### src/rtl/duty_cycle_controller_pkg.sv
// Shared definitions for the duty-cycle controller and the PWM generator it feeds.
// The repeat FSM type is only used when DUTY_AUTOREPEAT_EN is defined.
package duty_cycle_controller_pkg;

  localparam int DUTY_W           = 7;
  localparam int DUTY_MAX_DEFAULT = 100;

  typedef enum logic [1:0] {
    IDLE,
    HOLD,
    REPEAT
  } repeat_state_t;

endpackage

### src/rtl/duty_cycle_controller_button_debouncer.sv
// One push-button channel: 2-flop synchroniser, counter debounce and a registered
// one-cycle press pulse on each accepted 0->1 change of the stable level.
module button_debouncer
  import duty_cycle_controller_pkg::*;
#(
  parameter int DEBOUNCE_CYCLES = 4
) (
  input  logic clk,
  input  logic rst,
  input  logic btn,
  output logic level,
  output logic press
);

  localparam int CNT_W = $clog2(DEBOUNCE_CYCLES + 1);
  localparam logic [CNT_W-1:0] CNT_LAST = CNT_W'(DEBOUNCE_CYCLES - 1);

  logic             sync_a;
  logic             sync_b;
  logic             level_prev;
  logic [CNT_W-1:0] cnt;

  // The level flips on the DEBOUNCE_CYCLES-th consecutive differing sample.
  always_ff @(posedge clk or posedge rst) begin
    if (rst) begin
      sync_a     <= 1'b0;
      sync_b     <= 1'b0;
      level      <= 1'b0;
      level_prev <= 1'b0;
      cnt        <= '0;
      press      <= 1'b0;
    end else begin
      sync_a     <= btn;
      sync_b     <= sync_a;
      if (sync_b != level) begin
        if (cnt == CNT_LAST) begin
          level <= sync_b;
          cnt   <= '0;
        end else begin
          cnt <= cnt + CNT_W'(1);
        end
      end else begin
        cnt <= '0;
      end
      level_prev <= level;
      press      <= level & ~level_prev;
    end
  end

endmodule

### src/rtl/duty_cycle_controller.sv
// Turns two debounced push-buttons into a saturating 7-bit duty-cycle command.
// Define DUTY_AUTOREPEAT_EN to keep stepping while a single button is held.
module duty_cycle_controller
  import duty_cycle_controller_pkg::*;
#(
  parameter int DEBOUNCE_CYCLES = 4,
  parameter int STEP            = 10,
  parameter int DUTY_MAX        = DUTY_MAX_DEFAULT,
  parameter int DUTY_INIT       = 0,
  parameter int REPEAT_DELAY    = 50,
  parameter int REPEAT_PERIOD   = 10
) (
  input  logic              clk,
  input  logic              rst,
  input  logic              btn_up,
  input  logic              btn_down,
  output logic [DUTY_W-1:0] duty_cycle,
  output logic              at_max,
  output logic              at_min
);

  localparam logic [7:0]        STEP8  = 8'(STEP);
  localparam logic [7:0]        MAX8   = 8'(DUTY_MAX);
  localparam logic [DUTY_W-1:0] MAX_D  = DUTY_W'(DUTY_MAX);
  localparam logic [DUTY_W-1:0] INIT_D = DUTY_W'(DUTY_INIT);

  logic up_level, up_press, down_level, down_press;
  logic up_step, down_step;
  logic [7:0] sum;
  logic [DUTY_W-1:0] duty_next;

  button_debouncer #(.DEBOUNCE_CYCLES(DEBOUNCE_CYCLES)) u_up (
    .clk(clk), .rst(rst), .btn(btn_up), .level(up_level), .press(up_press)
  );

  button_debouncer #(.DEBOUNCE_CYCLES(DEBOUNCE_CYCLES)) u_down (
    .clk(clk), .rst(rst), .btn(btn_down), .level(down_level), .press(down_press)
  );

`ifdef DUTY_AUTOREPEAT_EN
  localparam int RPT_MAXV = (REPEAT_DELAY > REPEAT_PERIOD) ? REPEAT_DELAY : REPEAT_PERIOD;
  localparam int RPT_W    = $clog2(RPT_MAXV + 1);
  localparam logic [RPT_W-1:0] DELAY_LAST  = RPT_W'(REPEAT_DELAY - 1);
  localparam logic [RPT_W-1:0] PERIOD_LAST = RPT_W'(REPEAT_PERIOD - 1);

  repeat_state_t    state, state_next;
  logic [RPT_W-1:0] rpt_cnt;
  logic             hold_up;
  logic             own_level, other_level, rpt_step;

  assign own_level   = hold_up ? up_level : down_level;
  assign other_level = hold_up ? down_level : up_level;

  // hold_up remembers which button started the hold so the FSM watches the right level.
  always_ff @(posedge clk or posedge rst) begin
    if (rst) begin
      state   <= IDLE;
      rpt_cnt <= '0;
      hold_up <= 1'b0;
    end else begin
      state <= state_next;
      if (state_next != state || rpt_step || state == IDLE) begin
        rpt_cnt <= '0;
      end else begin
        rpt_cnt <= rpt_cnt + RPT_W'(1);
      end
      if (state == IDLE && (up_press ^ down_press)) begin
        hold_up <= up_press;
      end
    end
  end

  always_comb begin
    state_next = state;
    case (state)
      IDLE:    if (up_press ^ down_press) state_next = HOLD;
      HOLD:    if (!own_level || other_level) state_next = IDLE;
               else if (rpt_cnt == DELAY_LAST) state_next = REPEAT;
      REPEAT:  if (!own_level || other_level) state_next = IDLE;
      default: state_next = IDLE;
    endcase
  end

  always_comb begin
    rpt_step = 1'b0;
    if (own_level && !other_level) begin
      case (state)
        HOLD:    rpt_step = (rpt_cnt == DELAY_LAST);
        REPEAT:  rpt_step = (rpt_cnt == PERIOD_LAST);
        default: rpt_step = 1'b0;
      endcase
    end
  end

  assign up_step   = up_press | (rpt_step & hold_up);
  assign down_step = down_press | (rpt_step & ~hold_up);
`else
  // Without auto-repeat the REPEAT_* parameters have no effect.
  logic repeat_params_unused;
  assign repeat_params_unused = REPEAT_DELAY[0] ^ REPEAT_PERIOD[0];

  assign up_step   = up_press;
  assign down_step = down_press;
`endif

  assign sum = {1'b0, duty_cycle} + STEP8;

  // Opposing steps in the same cycle cancel out.
  always_comb begin
    duty_next = duty_cycle;
    if (up_step && !down_step) begin
      duty_next = (sum > MAX8) ? MAX_D : DUTY_W'(sum);
    end else if (down_step && !up_step) begin
      duty_next = ({1'b0, duty_cycle} < STEP8) ? '0 : DUTY_W'({1'b0, duty_cycle} - STEP8);
    end
  end

  always_ff @(posedge clk or posedge rst) begin
    if (rst) begin
      duty_cycle <= INIT_D;
      at_max     <= (DUTY_INIT == DUTY_MAX);
      at_min     <= (DUTY_INIT == 0);
    end else begin
      duty_cycle <= duty_next;
      at_max     <= (duty_next == MAX_D);
      at_min     <= (duty_next == '0);
    end
  end

endmodule
### config.mk
export PLATFORM = sky130hd
export DESIGN_NAME = duty_cycle_controller
export DESIGN_NICKNAME = d
export VERILOG_FILES = /design/src/rtl/duty_cycle_controller_pkg.sv /design/src/rtl/duty_cycle_controller_button_debouncer.sv /design/src/rtl/duty_cycle_controller.sv
export SDC_FILE = /design/constraint.sdc
export NUM_CORES = 1
export LEC_CHECK = 0
export CAP_MARGIN = 20
export CORE_MARGIN = 5
export CORE_UTILIZATION = 55
export DETAILED_ROUTE_END_ITERATION = 12
export PLACE_DENSITY = 0.88
export SLEW_MARGIN = 40
export SYNTH_ARGS = -nofsm -noshare
export SYNTH_HDL_FRONTEND = slang
export SYNTH_HIERARCHICAL = 1
export SYNTH_SLANG_ARGS = --single-unit
### constraint.sdc
create_clock -name clk -period 3.4 [get_ports clk]
set_clock_uncertainty 0.15 [all_clocks]
set_input_delay 0.68 -clock clk [delete_from_list [all_inputs] [get_ports clk]]
set_output_delay 0.68 -clock clk [all_outputs]
set_load 0.02 [all_outputs]
==> flow_summary.toml <==
[run_status]
outcome = "complete, no violations"

[die]
start_util_pct = 55.9
die_w_um = 59.5
ios = 13
die_h_um = 59.5
num_rows = 18
core_um2 = 2410
die_area_um2 = 3540

[synthesis]
synth_xor_area_share_pct = 3.25
yosysSeqAreaShare_pct = 46.6
synth_area_um2 = 1350
synth-edff-count = 0
synth_top_family_by_area = "simple AND/OR/NAND/NOR gates"
synth.net_count = 134
synth.area.mux_share_pct = 2.51
avgSynthCellArea_um2 = 10.7
ys_async_sr_fraction_pct = 100
yosys.area_share.simple_pct = 21.3
netlist-cell-type-count = 44
ys_ff_latch = 25
ys.flop_type = "dfrtp_1"
synth_compound_area_share_pct = 17.2
netlist_instances = 126
synthAdderAreaFrac_pct = 3.72
yosysWarningCount = 6

[setup_path]
slowest_stage = "dfrtp_1"
critPathCaptureType = "register"
slowest_delay_ps = 600
cp_num_buf_inv = 1
reg2reg_depth = 8
worstPathArrival_ps = 2710
cp_max_fo = 14
crit_required_ps = 3500
cpLargestDelayFamily = "compound AO/OA/AOI/OAI gates"
crit_path_cell_trace = "inv_1 > ha_1 > or4_4 > o41ai_2 > nand2_1 > a32o_1 > o31a_1 > nor3_2"
start_kind = "register"
criticalPathCategory = "register to register"
crit_cells = 8

[clocking]
root_buffer = "clkbuf_4"
cts_buffers = 3
cts_tree = "yes"
clockBufferDepth = 2
h-tree-depth = 1
clkTransAtPathRegs_ps = 120
cts_hold_buf = 0
clock_latency_ps = 320
cts.sinks = 25
cts_resized = 0
post_cts_buffers = 0

[place]
numPortBuffers = 12
detailed_place_hpwl_mm = 1.86
place_congestion = 0.817
placed_area_um2 = 1460

[cells_and_area]
top_regs = "duty_cycle x7, u_down/cnt x3, u_up/cnt x3"
final_cell_mix = "24 x dfrtp_1, 12 x clkdlybuf4s50_1, 9 x o21ai_0"
layout.nets = 143
largest_register_ffs = 7
regMostFlops = "duty_cycle"
fillCellCount = 208
layout_commonest_cell = "dfrtp_1"
n_antenna_cell = 0
stdcell_area_um2 = 1480
drive_above_1_share_pct = 14.2
area_growth_pct = 10.2

[global_route]
grt_pass1_wl_mm = 4.21
overflow = 0
grtUsageTotal_pct = 15.5
grt_max_degree = 17
antenna_found_initial = 0
grt_pass1_vias = 988

[detailed_routing]
avgRoutedWirePerCell_um = 14.3
dr.pass1.iters = 5
vias = 960
initialDrtViolationCount = 63
drc_errors = 0
ant_nets = 0
drt-total-wl_mm = 2.35
post_drt_via_cell_ratio = 5.85

[sta]
fin_setup_tns_ps = 0
finalSetupViolations = 0
rsz0062_at_grt = "false"
hold_viol = 0
slew_headroom_pct = 67.6
max_freq_mhz = 382
post-route-period-util_pct = 76.9
period_minus_slack_ps = 2620
worst_slew_pin_slew_ps = 487
drv_slew = 0

[power]
vdd_drop_max_v = 0.000550
powerDensity_nw_per_um2 = 951
leakagePower_nw = 0.649

[worst_hold_path]
worstHoldPathCells = 0
hp-class = "register to register"

[flow_run]
cap_viol_max_count = 0
## routing by layer
layer,part of all wire [%],track usage [%],routed length (um)
met5,0,0,0
met1,41,18.9,971
met4,1.7,7.12,40
met2,53,27.5,1260
met3,3.5,1.53,82
## cell families after synthesis
family / Yosys count
muxes: 3
and+or+nand+nor: 42
buffers and inverters: 15
adders and majority gates: 4
xor gates and xnor gates: 5
AOI/OAI and AO/OA: 32
DFF: 25
## area by class of cell
class / instances / area [um2] / share of cell area [%]
clock buffers: 3 / 22.5 / 1.52
well taps: 30 / 37.5 / 2.53
flip-flops and latches: 25 / 627 / 42.2
clock inverters: 1 / 5.00 / 0.337
inverters: 7 / 26.3 / 1.77
repair buffers: 12 / 120 / 8.09
multi-input cells: 86 / 646 / 43.5
## per-stage QoR
| stage | cells | total power, mW | setup WS, ps | hold slack [ps] | util, % |
|---|---|---|---|---|---|
| 2_1_floorplan | 126 | 1.12 | 788 | 181 | - |
| 3_3_place_gp | 160 | 1.25 | 949 | 190 | 60.4 |
| 3_5_place_dp | 160 | 1.29 | 822 | 186 | 60.4 |
| 4_1_cts | 164 | 1.43 | 787 | 229 | 61.6 |
| 5_1_grt | 164 | 1.54 | 580 | 236 | 61.6 |
| 6_report | 164 | 1.41 | 785 | 226 | 61.6 |
## Yosys cell counts, types with 3 or more instances
master / n / share of area, %
ha_1: 4 / 3.7
a21oi_1: 3 / 1.1
nor2b_1: 5 / 2.3
nand2_1: 7 / 2.0
o21ai_0: 9 / 3.3
nor3b_1: 4 / 2.2
nor3_1: 4 / 1.5
dfrtp_1: 24 / 45
nand2b_1: 5 / 2.3
xnor2_1: 3 / 2.0
inv_1: 7 / 2.0
nor2_1: 3 / 0.84
mux2_2: 3 / 2.5
buf_2: 4 / 1.5
## final timing paths
check	startpoint	end	slack [ps]
min in group asynchronous	rst	u_up/sync_a$_DFF_PP0_	480
worst min register to register	u_up/sync_a$_DFF_PP0_	u_up/sync_b$_DFF_PP0_	230
worst max-delay path	duty_cycle[1]$_DFF_PP0_	at_max$_DFF_PP0_	780
worst max register to register	duty_cycle[1]$_DFF_PP0_	at_max$_DFF_PP0_	780
max in group asynchronous	rst	at_min$_DFF_PP1_	2280
worst min-delay path	u_up/sync_a$_DFF_PP0_	u_up/sync_b$_DFF_PP0_	230
## power breakdown
group	switching [mW]	internal, mW
clock network	0.0824	0.0441
logic	0.372	0.358
registers	0.161	0.395
Note: power is estimated with default switching activity, not from simulation.
==> patch: new RTL, same flow settings <==
`DEBOUNCE_CYCLES` is set to 4 in 2 places; all go to 8.
--- a/src/rtl/duty_cycle_controller_button_debouncer.sv
+++ b/src/rtl/duty_cycle_controller_button_debouncer.sv
@@ -3,7 +3,7 @@
 module button_debouncer
   import duty_cycle_controller_pkg::*;
 #(
-  parameter int DEBOUNCE_CYCLES = 4
+  parameter int DEBOUNCE_CYCLES = 8
 ) (
   input  logic clk,
   input  logic rst,
--- a/src/rtl/duty_cycle_controller.sv
+++ b/src/rtl/duty_cycle_controller.sv
@@ -3,7 +3,7 @@
 module duty_cycle_controller
   import duty_cycle_controller_pkg::*;
 #(
-  parameter int DEBOUNCE_CYCLES = 4,
+  parameter int DEBOUNCE_CYCLES = 8,
   parameter int STEP            = 10,
   parameter int DUTY_MAX        = DUTY_MAX_DEFAULT,
   parameter int DUTY_INIT       = 0,
Behaviour: not the same (Yosys sat finds a counterexample within 10 cycles, from zero or initial values and one cycle with rst high).
==> patch against the original RTL <==
- design area increased by 7.3%
- sequential cell count increased by 2
- synthesized cell count up 9.5%
- sequential power increased by 8.1%
- worst setup slack better by 44 ps
- wire length increased by 13%
- utilization grew 2.1 points
- power up 3.2%
- non-clock buffer count stayed put
- count of clock-buffer cells in the layout rose by 1
- area after synthesis is 8.2% higher
- critical path depth is the same
- critical path type unchanged
- critical endpoint unchanged
- largest power group unchanged
==> patch: results (changes against the original RTL) <==
The clock transition at the register clock pins on the worst setup and hold paths after CTS is 140 ps (+20 ps). The placed wire-length estimate after detailed placement came out at 2020 um (+8.5%). The share of cells above drive strength 1 came out at 11.0% (-3.2 points). The combined flip-flop and latch cell area came to 677 um^2 (+8.0%). The clock group total power came to 0.135 mW (+6%). The fill cell instance count of the final layout is 194 (-6.7%).

The number of global-route vias before repair was 1,102 (+12%). The power attributed to sequential cells came to 0.601 mW (+8.1%). The part of the power in registers is 41.3% (+1.9 points). The last weighted congestion value of the routability-driven placer was 0.800 (-2.1%). Counting instances in the post-synthesis netlist gives the leading cell types as 26 x sky130_fd_sc_hd__dfrtp_1, 9 x sky130_fd_sc_hd__inv_1, 9 x sky130_fd_sc_hd__o21ai_0, 7 x sky130_fd_sc_hd__nand2_1, 7 x sky130_fd_sc_hd__nor2b_1. The total setup buffers inserted after CTS is 0 (unchanged). The inverter count came to 9 (+2). The slew at the pin with the worst max-slew slack is 474 ps (-12.6 ps). By area the synthesized netlist is led by sky130_fd_sc_hd__dfrtp_1 45%, sky130_fd_sc_hd__ha_1 3.4%, sky130_fd_sc_hd__o21ai_0 3.1%, sky130_fd_sc_hd__nor2b_1 3.0%, sky130_fd_sc_hd__xnor2_1 3.0%.

The net count after synthesis came out at 146 (+9.0%). The detailed router's first-iteration violation count came out at 42 (-33%). The largest registers in the layout are duty_cycle (7), u_down/cnt (4), u_up/cnt (4). The number of combinational gates with multiple inputs is 94 (+9.3%). The adder and majority cell fraction of the synthesized area came to 3.44% (-0.28 points). The portion of the layout cell area used by clock cells was 1.65% (-0.21 points). The overall track demand over capacity in global routing is 16.5% (+0.94 points). The sequential cell count is 27 (+8.0%). The count of different cell masters after synthesis is 46 (+4.5%). The area after detailed placement is 1570 um^2 (+7.6%). The run finished with clean final reports. The routed wirelength normalized by instance count came out at 15.2 um (+5.7%). The global-route wire length before repair is 4790 um (+14%). The layout net count is 155 (+8.4%). The proportion of final cell area spent on non-clock buffers came to 7.54% (-0.55 points).

The arrival time at the worst endpoint was 2670 ps (-40 ps). The layout clock buffer count is 4 (+1). The largest voltage drop on the vdd net is 0.000609 V (+11%). The post-detailed-route via-to-cell ratio is 6.20 (+6.0%). The parity-gate share of the synthesized area counting xor and xnor cells came out at 4.21% (+0.96 points). The multi-input gate share of the layout cell area came to 43.8% (+0.33 points).
## patch: layer usage
layer	up-vias	share of wire (%)	GRT usage [%]
met5	-	0	0
met4	0	0.37	3.33
met3	2	4.8	3.35
met2	26	49	27.9
met1	550	46	22.1
li1	514	-	-
## patch: cells by family (layout without fill, tap and decap cells)
logic type | after synthesis | count (layout)
xor gates and xnor gates | 7 | 7
DFF | 27 | 27
and+or+nand+nor | 44 | 44
adders and majority gates | 4 | 4
AOI/OAI and AO/OA | 36 | 36
buffers and inverters | 17 | 25
muxes | 3 | 3
## patch: critical path: cells and delay by family, from the launching register on
family | cells | cell delay, ps
AOI/OAI and AO/OA | 3 | 800
DFF | 1 | 600
adders and majority gates | 1 | 260
buffers and inverters | 1 | 100
and+or+nand+nor | 3 | 600
## patch: per-stage QoR
| stage | cells | setup WS, ps | hold WS (ps) | utilization [%] |
|---|---|---|---|---|
| 6_report | 176 | 829 | 230 | 63.7 |
| 5_1_grt | 176 | 609 | 242 | 63.7 |
| 4_1_cts | 176 | 836 | 234 | 63.7 |
| 3_5_place_dp | 172 | 874 | 204 | 62.7 |
| 3_3_place_gp | 172 | 952 | 186 | 62.7 |
| 2_1_floorplan | 138 | 788 | 181 | - |
## patch: path summary, 6_finish.rpt
| check | startpoint | endpoint | slack, ps | depth (start not counted) |
|---|---|---|---|---|
| max | duty_cycle[1] | at_max | 830 | 8 |
| min | u_down/sync_a | u_down/sync_b | 230 | 0 |
| max reg2reg | duty_cycle[1] | at_max | 830 | 8 |
| min reg2reg | u_down/sync_a | u_down/sync_b | 230 | 0 |
| max in group asynchronous | rst | at_min | 2270 | 2 |
| min in group asynchronous | rst | u_up/cnt[2] | 510 | 2 |
